<file path="src/rtl/i2c_mem_ctrl_multi_if.sv">
// Engine-side and RAM-side signal bundle for the I2C subordinate memory controller.
// The slave modport is the controller; the master modport is the engine/RAM side.
interface i2c_mem_ctrl_multi_if #(
    parameter int unsigned MEM_AW = 8
) ();
    logic              start_det;
    logic              stop_det;
    logic              dev_match;
    logic              dev_rw;
    logic              rx_valid;
    logic [7:0]        rx_byte;
    logic              rx_ack;
    logic              tx_req;
    logic              tx_valid;
    logic [7:0]        tx_byte;
    logic              tx_ack;
    logic              tx_nack;
    logic [MEM_AW-1:0] mem_addr;
    logic [7:0]        mem_wdata;
    logic              mem_we;
    logic              mem_re;
    logic [7:0]        mem_rdata;
    logic [MEM_AW:0]   ptr;
    logic              busy;
    logic              ovf;

    modport slave (
        input  start_det, stop_det, dev_match, dev_rw, rx_valid, rx_byte,
        input  tx_req, tx_ack, tx_nack, mem_rdata,
        output rx_ack, tx_valid, tx_byte, mem_addr, mem_wdata, mem_we, mem_re,
        output ptr, busy, ovf
    );

    modport master (
        output start_det, stop_det, dev_match, dev_rw, rx_valid, rx_byte,
        output tx_req, tx_ack, tx_nack, mem_rdata,
        input  rx_ack, tx_valid, tx_byte, mem_addr, mem_wdata, mem_we, mem_re,
        input  ptr, busy, ovf
    );
endinterface

</file>
<file path="src/rtl/i2c_mem_ctrl_multi.sv">
// Memory-access controller for an I2C subordinate: decodes a multi-byte register address,
// then runs auto-incrementing burst writes/reads against a single-port synchronous RAM.
module i2c_mem_ctrl_multi #(
    parameter int unsigned ADDR_BYTES = 1,
    parameter int unsigned MEM_AW     = 8,
    parameter int unsigned DEPTH      = 256,
    parameter bit          WRAP       = 1'b1,
    parameter logic [7:0]  OOR_DATA   = 8'hFF
) (
    input  logic                  clk,
    input  logic                  rst,
    i2c_mem_ctrl_multi_if.slave   bus
);
    localparam int unsigned PW = MEM_AW + 1;
    localparam int unsigned SW = 8 * ADDR_BYTES;
    localparam logic [PW-1:0] DEPTH_P   = PW'(DEPTH);
    localparam logic [PW-1:0] LAST_P    = PW'(DEPTH - 1);
    localparam logic [2:0]    LAST_BYTE = 3'(ADDR_BYTES - 1);

    typedef enum logic [6:0] {
        StIdle   = 7'b0000001,
        StAddr   = 7'b0000010,
        StWrData = 7'b0000100,
        StRdWait = 7'b0001000,
        StFetch  = 7'b0010000,
        StLoad   = 7'b0100000,
        StRdSent = 7'b1000000
    } state_e;

    state_e            state_q, state_d;
    logic [PW-1:0]     ptr_q, ptr_d;
    logic              ovf_q, ovf_d;
    logic [2:0]        cnt_q, cnt_d;
    logic [SW-1:0]     sr_q, sr_d;
    logic              mem_we_q, mem_we_d;
    logic              mem_re_q, mem_re_d;
    logic [MEM_AW-1:0] mem_addr_q, mem_addr_d;
    logic [7:0]        mem_wdata_q, mem_wdata_d;
    logic [7:0]        tx_byte_q, tx_byte_d;

    logic              in_range;
    logic [7:0]        load_byte;
    logic [SW-1:0]     sr_next;
    logic [PW-1:0]     ptr_load;
    logic [PW-1:0]     ptr_inc;
    logic              inc_ovf;

    assign in_range  = (ptr_q < DEPTH_P);
    assign load_byte = in_range ? bus.mem_rdata : OOR_DATA;
    assign sr_next   = SW'({sr_q, bus.rx_byte});
    // Only the low MEM_AW bits of the big-endian address select a location.
    assign ptr_load  = PW'(MEM_AW'({{MEM_AW{1'b0}}, sr_next}));

    always_comb begin
        ptr_inc = ptr_q;
        inc_ovf = 1'b0;
        if (ptr_q == LAST_P) begin
            if (WRAP) begin
                ptr_inc = '0;
            end else begin
                ptr_inc = DEPTH_P;
                inc_ovf = 1'b1;
            end
        end else if (in_range) begin
            ptr_inc = ptr_q + PW'(1);
        end
    end

    always_comb begin
        state_d     = state_q;
        ptr_d       = ptr_q;
        ovf_d       = ovf_q;
        cnt_d       = cnt_q;
        sr_d        = sr_q;
        mem_we_d    = 1'b0;
        mem_re_d    = 1'b0;
        mem_addr_d  = mem_addr_q;
        mem_wdata_d = mem_wdata_q;
        tx_byte_d   = tx_byte_q;

        if (bus.stop_det || bus.start_det) begin
            state_d = StIdle;
        end else begin
            unique case (state_q)
                StIdle: begin
                    if (bus.dev_match) begin
                        ovf_d = 1'b0;
                        if (bus.dev_rw) begin
                            state_d = StRdWait;
                        end else begin
                            state_d = StAddr;
                            cnt_d   = '0;
                            sr_d    = '0;
                        end
                    end
                end
                StAddr: begin
                    if (bus.rx_valid) begin
                        sr_d  = sr_next;
                        cnt_d = cnt_q + 3'd1;
                        if (cnt_q == LAST_BYTE) begin
                            ptr_d   = ptr_load;
                            state_d = StWrData;
                        end
                    end
                end
                StWrData: begin
                    if (bus.rx_valid) begin
                        if (in_range) begin
                            mem_we_d    = 1'b1;
                            mem_addr_d  = ptr_q[MEM_AW-1:0];
                            mem_wdata_d = bus.rx_byte;
                        end else begin
                            ovf_d = 1'b1;
                        end
                    end
                end
                StRdWait: begin
                    if (bus.tx_req) begin
                        mem_re_d   = 1'b1;
                        mem_addr_d = ptr_q[MEM_AW-1:0];
                        state_d    = StFetch;
                    end
                end
                StFetch: begin
                    state_d = StLoad;
                end
                StLoad: begin
                    state_d = StRdSent;
                end
                StRdSent: begin
                    if (bus.tx_ack || bus.tx_nack) begin
                        ptr_d   = ptr_inc;
                        ovf_d   = ovf_q | inc_ovf;
                        state_d = bus.tx_ack ? StRdWait : StIdle;
                    end
                end
                default: begin
                    state_d = StIdle;
                end
            endcase
        end

        // The byte on the bus during LOAD is latched even if the transfer is cut short.
        if (state_q == StLoad) begin
            tx_byte_d = load_byte;
            if (!in_range) begin
                ovf_d = 1'b1;
            end
        end

        // A write issued last cycle advances the pointer while mem_we is on the bus.
        if (mem_we_q) begin
            ptr_d = ptr_inc;
            if (inc_ovf) begin
                ovf_d = 1'b1;
            end
        end
    end

    always_ff @(posedge clk or posedge rst) begin
        if (rst) begin
            state_q     <= StIdle;
            ptr_q       <= '0;
            ovf_q       <= 1'b0;
            cnt_q       <= '0;
            sr_q        <= '0;
            mem_we_q    <= 1'b0;
            mem_re_q    <= 1'b0;
            mem_addr_q  <= '0;
            mem_wdata_q <= '0;
            tx_byte_q   <= '0;
        end else begin
            state_q     <= state_d;
            ptr_q       <= ptr_d;
            ovf_q       <= ovf_d;
            cnt_q       <= cnt_d;
            sr_q        <= sr_d;
            mem_we_q    <= mem_we_d;
            mem_re_q    <= mem_re_d;
            mem_addr_q  <= mem_addr_d;
            mem_wdata_q <= mem_wdata_d;
            tx_byte_q   <= tx_byte_d;
        end
    end

    assign bus.rx_ack    = (state_q == StAddr) || ((state_q == StWrData) && in_range);
    assign bus.tx_valid  = (state_q == StLoad);
    assign bus.tx_byte   = (state_q == StLoad) ? load_byte : tx_byte_q;
    assign bus.mem_addr  = mem_addr_q;
    assign bus.mem_wdata = mem_wdata_q;
    assign bus.mem_we    = mem_we_q;
    assign bus.mem_re    = mem_re_q;
    assign bus.ptr       = ptr_q;
    assign bus.busy      = (state_q != StIdle);
    assign bus.ovf       = ovf_q;
endmodule

</file>
<file path="src/flat_wrapper.sv">
// flat-port wrapper written by rule: the top's interface ports become plain ports
module i2c_mem_ctrl_multi_flat 
#(
    parameter int unsigned ADDR_BYTES = 1,
    parameter int unsigned MEM_AW     = 8,
    parameter int unsigned DEPTH      = 256,
    parameter bit          WRAP       = 1'b1,
    parameter logic [7:0]  OOR_DATA   = 8'hFF
)
  (clk, rst, bus_start_det, bus_stop_det, bus_dev_match, bus_dev_rw, bus_rx_valid, bus_rx_byte, bus_tx_req, bus_tx_ack, bus_tx_nack, bus_mem_rdata, bus_rx_ack, bus_tx_valid, bus_tx_byte, bus_mem_addr, bus_mem_wdata, bus_mem_we, bus_mem_re, bus_ptr, bus_busy, bus_ovf);
  i2c_mem_ctrl_multi_if #(.MEM_AW(MEM_AW)) bus_i ();
  input  logic clk;
  input  logic rst;
  input wire logic [$bits(bus_i.start_det)-1:0] bus_start_det;
  input wire logic [$bits(bus_i.stop_det)-1:0] bus_stop_det;
  input wire logic [$bits(bus_i.dev_match)-1:0] bus_dev_match;
  input wire logic [$bits(bus_i.dev_rw)-1:0] bus_dev_rw;
  input wire logic [$bits(bus_i.rx_valid)-1:0] bus_rx_valid;
  input wire logic [$bits(bus_i.rx_byte)-1:0] bus_rx_byte;
  input wire logic [$bits(bus_i.tx_req)-1:0] bus_tx_req;
  input wire logic [$bits(bus_i.tx_ack)-1:0] bus_tx_ack;
  input wire logic [$bits(bus_i.tx_nack)-1:0] bus_tx_nack;
  input wire logic [$bits(bus_i.mem_rdata)-1:0] bus_mem_rdata;
  output wire logic [$bits(bus_i.rx_ack)-1:0] bus_rx_ack;
  output wire logic [$bits(bus_i.tx_valid)-1:0] bus_tx_valid;
  output wire logic [$bits(bus_i.tx_byte)-1:0] bus_tx_byte;
  output wire logic [$bits(bus_i.mem_addr)-1:0] bus_mem_addr;
  output wire logic [$bits(bus_i.mem_wdata)-1:0] bus_mem_wdata;
  output wire logic [$bits(bus_i.mem_we)-1:0] bus_mem_we;
  output wire logic [$bits(bus_i.mem_re)-1:0] bus_mem_re;
  output wire logic [$bits(bus_i.ptr)-1:0] bus_ptr;
  output wire logic [$bits(bus_i.busy)-1:0] bus_busy;
  output wire logic [$bits(bus_i.ovf)-1:0] bus_ovf;
  assign bus_i.start_det = bus_start_det;
  assign bus_i.stop_det = bus_stop_det;
  assign bus_i.dev_match = bus_dev_match;
  assign bus_i.dev_rw = bus_dev_rw;
  assign bus_i.rx_valid = bus_rx_valid;
  assign bus_i.rx_byte = bus_rx_byte;
  assign bus_i.tx_req = bus_tx_req;
  assign bus_i.tx_ack = bus_tx_ack;
  assign bus_i.tx_nack = bus_tx_nack;
  assign bus_i.mem_rdata = bus_mem_rdata;
  assign bus_rx_ack = bus_i.rx_ack;
  assign bus_tx_valid = bus_i.tx_valid;
  assign bus_tx_byte = bus_i.tx_byte;
  assign bus_mem_addr = bus_i.mem_addr;
  assign bus_mem_wdata = bus_i.mem_wdata;
  assign bus_mem_we = bus_i.mem_we;
  assign bus_mem_re = bus_i.mem_re;
  assign bus_ptr = bus_i.ptr;
  assign bus_busy = bus_i.busy;
  assign bus_ovf = bus_i.ovf;
  i2c_mem_ctrl_multi #(.ADDR_BYTES(ADDR_BYTES), .MEM_AW(MEM_AW), .DEPTH(DEPTH), .WRAP(WRAP), .OOR_DATA(OOR_DATA)) u_core (.clk(clk), .rst(rst), .bus(bus_i));
endmodule
</file>
<file path="config.mk">
export PLATFORM = sky130hd
export DESIGN_NAME = i2c_mem_ctrl_multi_flat
export DESIGN_NICKNAME = d
export VERILOG_FILES = /design/src/rtl/i2c_mem_ctrl_multi_if.sv /design/src/rtl/i2c_mem_ctrl_multi.sv /design/src/flat_wrapper.sv
export SDC_FILE = /design/constraint.sdc
export NUM_CORES = 1
export LEC_CHECK = 0
export BUFFER_PORTS_ARGS = -buffer_cell sky130_fd_sc_hd__clkbuf_2
export CAP_MARGIN = 20
export CORE_UTILIZATION = 35
export DETAILED_ROUTE_END_ITERATION = 8
export PLACE_DENSITY = 0.54
export SLEW_MARGIN = 25
export SYNTH_ARGS = -nofsm -noshare
export SYNTH_HDL_FRONTEND = slang
export SYNTH_SLANG_ARGS = --single-unit
export TNS_END_PERCENT = 5
</file>
<file path="constraint.sdc">
create_clock -name clk -period 5.46 [get_ports clk]
set_input_delay 0.546 -clock clk [delete_from_list [all_inputs] [get_ports clk]]
set_output_delay 0.546 -clock clk [all_outputs]
set_load 0.01 [all_outputs]
</file>
==> summary.txt <==
Hold path
  – Type of the most critical hold path: in -> async

Setup path
  – CP Data Required Time: 4.91 ns
  – WP data arrival: 2.40 ns
  – Worst-path fanout max: 19
  – Max incr delay on CP: 0.56 ns
  – Setup crit end kind: primary output
  – Crit path cell chain: nor3_1 > nand3_1 > o21ai_0 > clkbuf_2
  – Cell family with most CP delay: simple AND/OR/NAND/NOR gates
  – Critical Path Slowest Stage Cell: nand3_1
  – Worst path bufs/invs: 1
  – Startpoint Class: flip-flop
  – WS Path Type: reg -> out

Place
  – Final GP Congestion: 0.852
  – Input/output buffers: 64
  – Place WS: 2.88 ns
  – Post-DP HPWL: 4250 um

Clock tree
  – Clock transition at the registers of the reported paths: 0.09 ns
  – CTS tree: done
  – H-tree Lvls: 2
  – Inserted Clock Buffers: 5
  – Worst skew pair latency: 0.30 ns
  – Hold_buf cts: 0
  – CTS resizes: 0
  – Root Buffer: clkbuf_8
  – Sinks on Clock Net: 46
  – Max Root-Sink Buffers: 2
  – Setup Fix Bufs, Post-CTS: 0

Yosys
  – Ys async rst share: 100%
  – Yosys top cell area share: 46.2%
  – Syn Area/Cell: 9.79 um2
  – Seq cells post-synth: 46
  – Number of enable flip-flop cells after synthesis: 0
  – Top FF cell, synth: dfrtp_1
  – Cell taking the most area after synthesis: dfrtp_1
  – Mapped cell area: 2440 um2
  – Synth Net Count: 278
  – Yosys cell types: 58
  – Yosys warnings: 0
  – Synth top area cells: dfrtp_1 (46%), o21ai_0 (5.3%), nand2_1 (5.2%), mux2_2 (5.1%), nor2_1 (3.2%)
  – Post-synthesis sequential area ratio: 47.3%
  – Synth Instances: 249

STA
  – Hold_ws: 0.345 ns
  – FMAX: 339 MHz
  – Period minus WS final: 2.95 ns
  – Fin Setup TNS: 0 ns
  – Fin. Hold Viols: 0
  – Setup ws final: 2.51 ns
  – Final Skew: 0.00364 ns
  – Final Cycle Share: 54.0%
  – Final setup fails: 0
  – Actual slew at the worst max-slew pin: 0.794 ns
  – RSZ-0062 raised after global routing: no
  – Relative slew slack: 47.0%
  – Final Slew Violations: 0

Global routing
  – First-pass GRT wire length: 9730 um
  – Most used routing layer: met2
  – Largest net degree at the start of global routing: 47
  – Vias in the first global route: 1984
  – GRT met2 Usage: 26.0%
  – Global route overflow: 0
  – Met1 global-route usage: 23.5%
  – M3 GR Usage: 3.99%
  – Total track usage: 17.0%
  – Initial antenna violation count: 0

Power and ir drop
  – Maximum vdd drop: 0.108 mV
  – Pleak: 1.40 nW
  – PD cells: 227 nW/um2

Cells and area
  – ANT cells: 0
  – Area Growth Syn to Fin: 19.0%
  – Nets: 338
  – Final Core Density: 43.0%
  – Layout cell share with drive strength beyond 1: 33.5%

Floorplan
  – Die Span Y: 85.5 um
  – Initial Util: 36.1%
  – Die Wd: 85.5 um
  – Rows: 30
  – CORE AREA: 6760 um2
  – Area of the die: 7310 um2
  – Boundary Pins: 65

Drt
  – Vias: 2076
  – # DRC: 0
  – Antenna-violating nets left: 0
  – Via/cell ratio: 5.32
  – Initial DRC Count: 167
  – WL per Instance: 14.8 um
  – DRT Pass-1 Iters: 4
  – Total detailed-routing wirelength: 5770 um

Flow run
  – Max-Cap Viols: 0

Outcome
  – Outcome: finished, final reports clean
-- synth_stat cells (4+ instances only) --
library cell,number
dfrtp_1,45
nand2_1,34
o21ai_0,26
nor2_1,21
mux2_2,11
a21oi_1,10
nand3_1,10
inv_1,7
nor3_1,6
buf_2,4
nor3b_1,4
nor4_1,4
-- power breakdown --
group / leakage, nW / internal [W] / switching (W)
Clock: 0.0544 / 0.000116 / 0.000118
Sequential: 0.584 / 0.000349 / 0.0000103
Combinational: 0.761 / 0.0000281 / 0.0000385
Total: 1.40 / 0.000493 / 0.000166
-- worst paths after layout --
path	from	endpoint	slack [ns]	cells past startpoint
setup / recovery	u_core.state_q[3]	bus_tx_byte[7]	2.51	4
hold / removal	rst	u_core.tx_byte_q[1]	0.35	2
setup reg to reg	u_core.state_q[0]	u_core.bus.mem_addr[3]	3.22	6
hold reg to reg	u_core.bus.mem_wdata[5]	u_core.bus.mem_wdata[5]	0.48	2
max in group asynchronous	rst	u_core.state_q[3]	4.64	2
min in group clk	bus_rx_byte[3]	u_core.bus.mem_wdata[3]	0.48	3
-- logic make-up (layout without fill, tap and decap cells) --
family | count (synthesis) | count (layout) | share of synthesized area [%]
XOR/XNOR | 1 | 1 | 0.359
AO/OA/AOI/OAI | 60 | 60 | 16.6
multiplexers | 13 | 13 | 6.11
AND/OR/NAND/NOR | 107 | 107 | 24.0
flip-flops | 46 | 46 | 47.3
buffers and inverters | 19 | 80 | 4.16
adder cells (fa/ha/maj) | 3 | 3 | 1.54
-- cell type report --
| type | instances | area (um2) |
|---|---|---|
| Inverter | 8 | 36.3 |
| Multi-Input combinational cell | 184 | 1190 |
| Clock buffer | 7 | 96.3 |
| Fill cell | 665 | 3850 |
| Sequential cell | 46 | 1150 |
| Tap cell | 80 | 100 |
| Clock inverter | 1 | 8.76 |
| Timing Repair Buffer | 64 | 320 |
-- sequential cells by signal (all words and copies together) (netlist names) --
register              flops
u_core.bus.ptr            9
u_core.bus.mem_addr       8
u_core.bus.mem_wdata      8
u_core.tx_byte_q          8
u_core.state_q            7
u_core.cnt_q              3
u_core.bus.mem_re         1
u_core.bus.mem_we         1
u_core.bus.ovf            1
-- metrics by stage --
| step | total power, W | instance area (um2) | std cells |
|---|---|---|---|
| 2_1_floorplan | 0.000405 | 2440 | 249 |
| 3_3_place_gp | 0.000433 | 2790 | 382 |
| 3_5_place_dp | 0.000434 | 2790 | 382 |
| 4_1_cts | 0.000672 | 2900 | 390 |
| 5_1_grt | 0.000698 | 2900 | 390 |
| 6_report | 0.000660 | 2900 | 390 |
-- layout by cell type (no fill, tap or decap), types with 4 or more instances in the layout --
cell type | Yosys | layout
inv_1 | 7 | 6
nand3_1 | 10 | 10
o21ai_0 | 26 | 26
nor4_1 | 4 | 4
nand2_1 | 34 | 34
dfrtp_1 | 45 | 45
clkbuf_2 | 1 | 64
nor3_1 | 6 | 6
a21oi_1 | 10 | 9
nor2_1 | 21 | 21
nor3b_1 | 4 | 4
mux2_2 | 11 | 11
clkbuf_8 | 0 | 7
-- metal layers --
| layer | vias up | share of wire, % |
|---|---|---|
| met5 | - | 0 |
| met4 | 0 | 1.8 |
| met3 | 10 | 5.2 |
| met2 | 64 | 46 |
| met1 | 979 | 47 |
| li1 | 1023 | - |
Note: power is estimated with default switching activity, not from simulation.
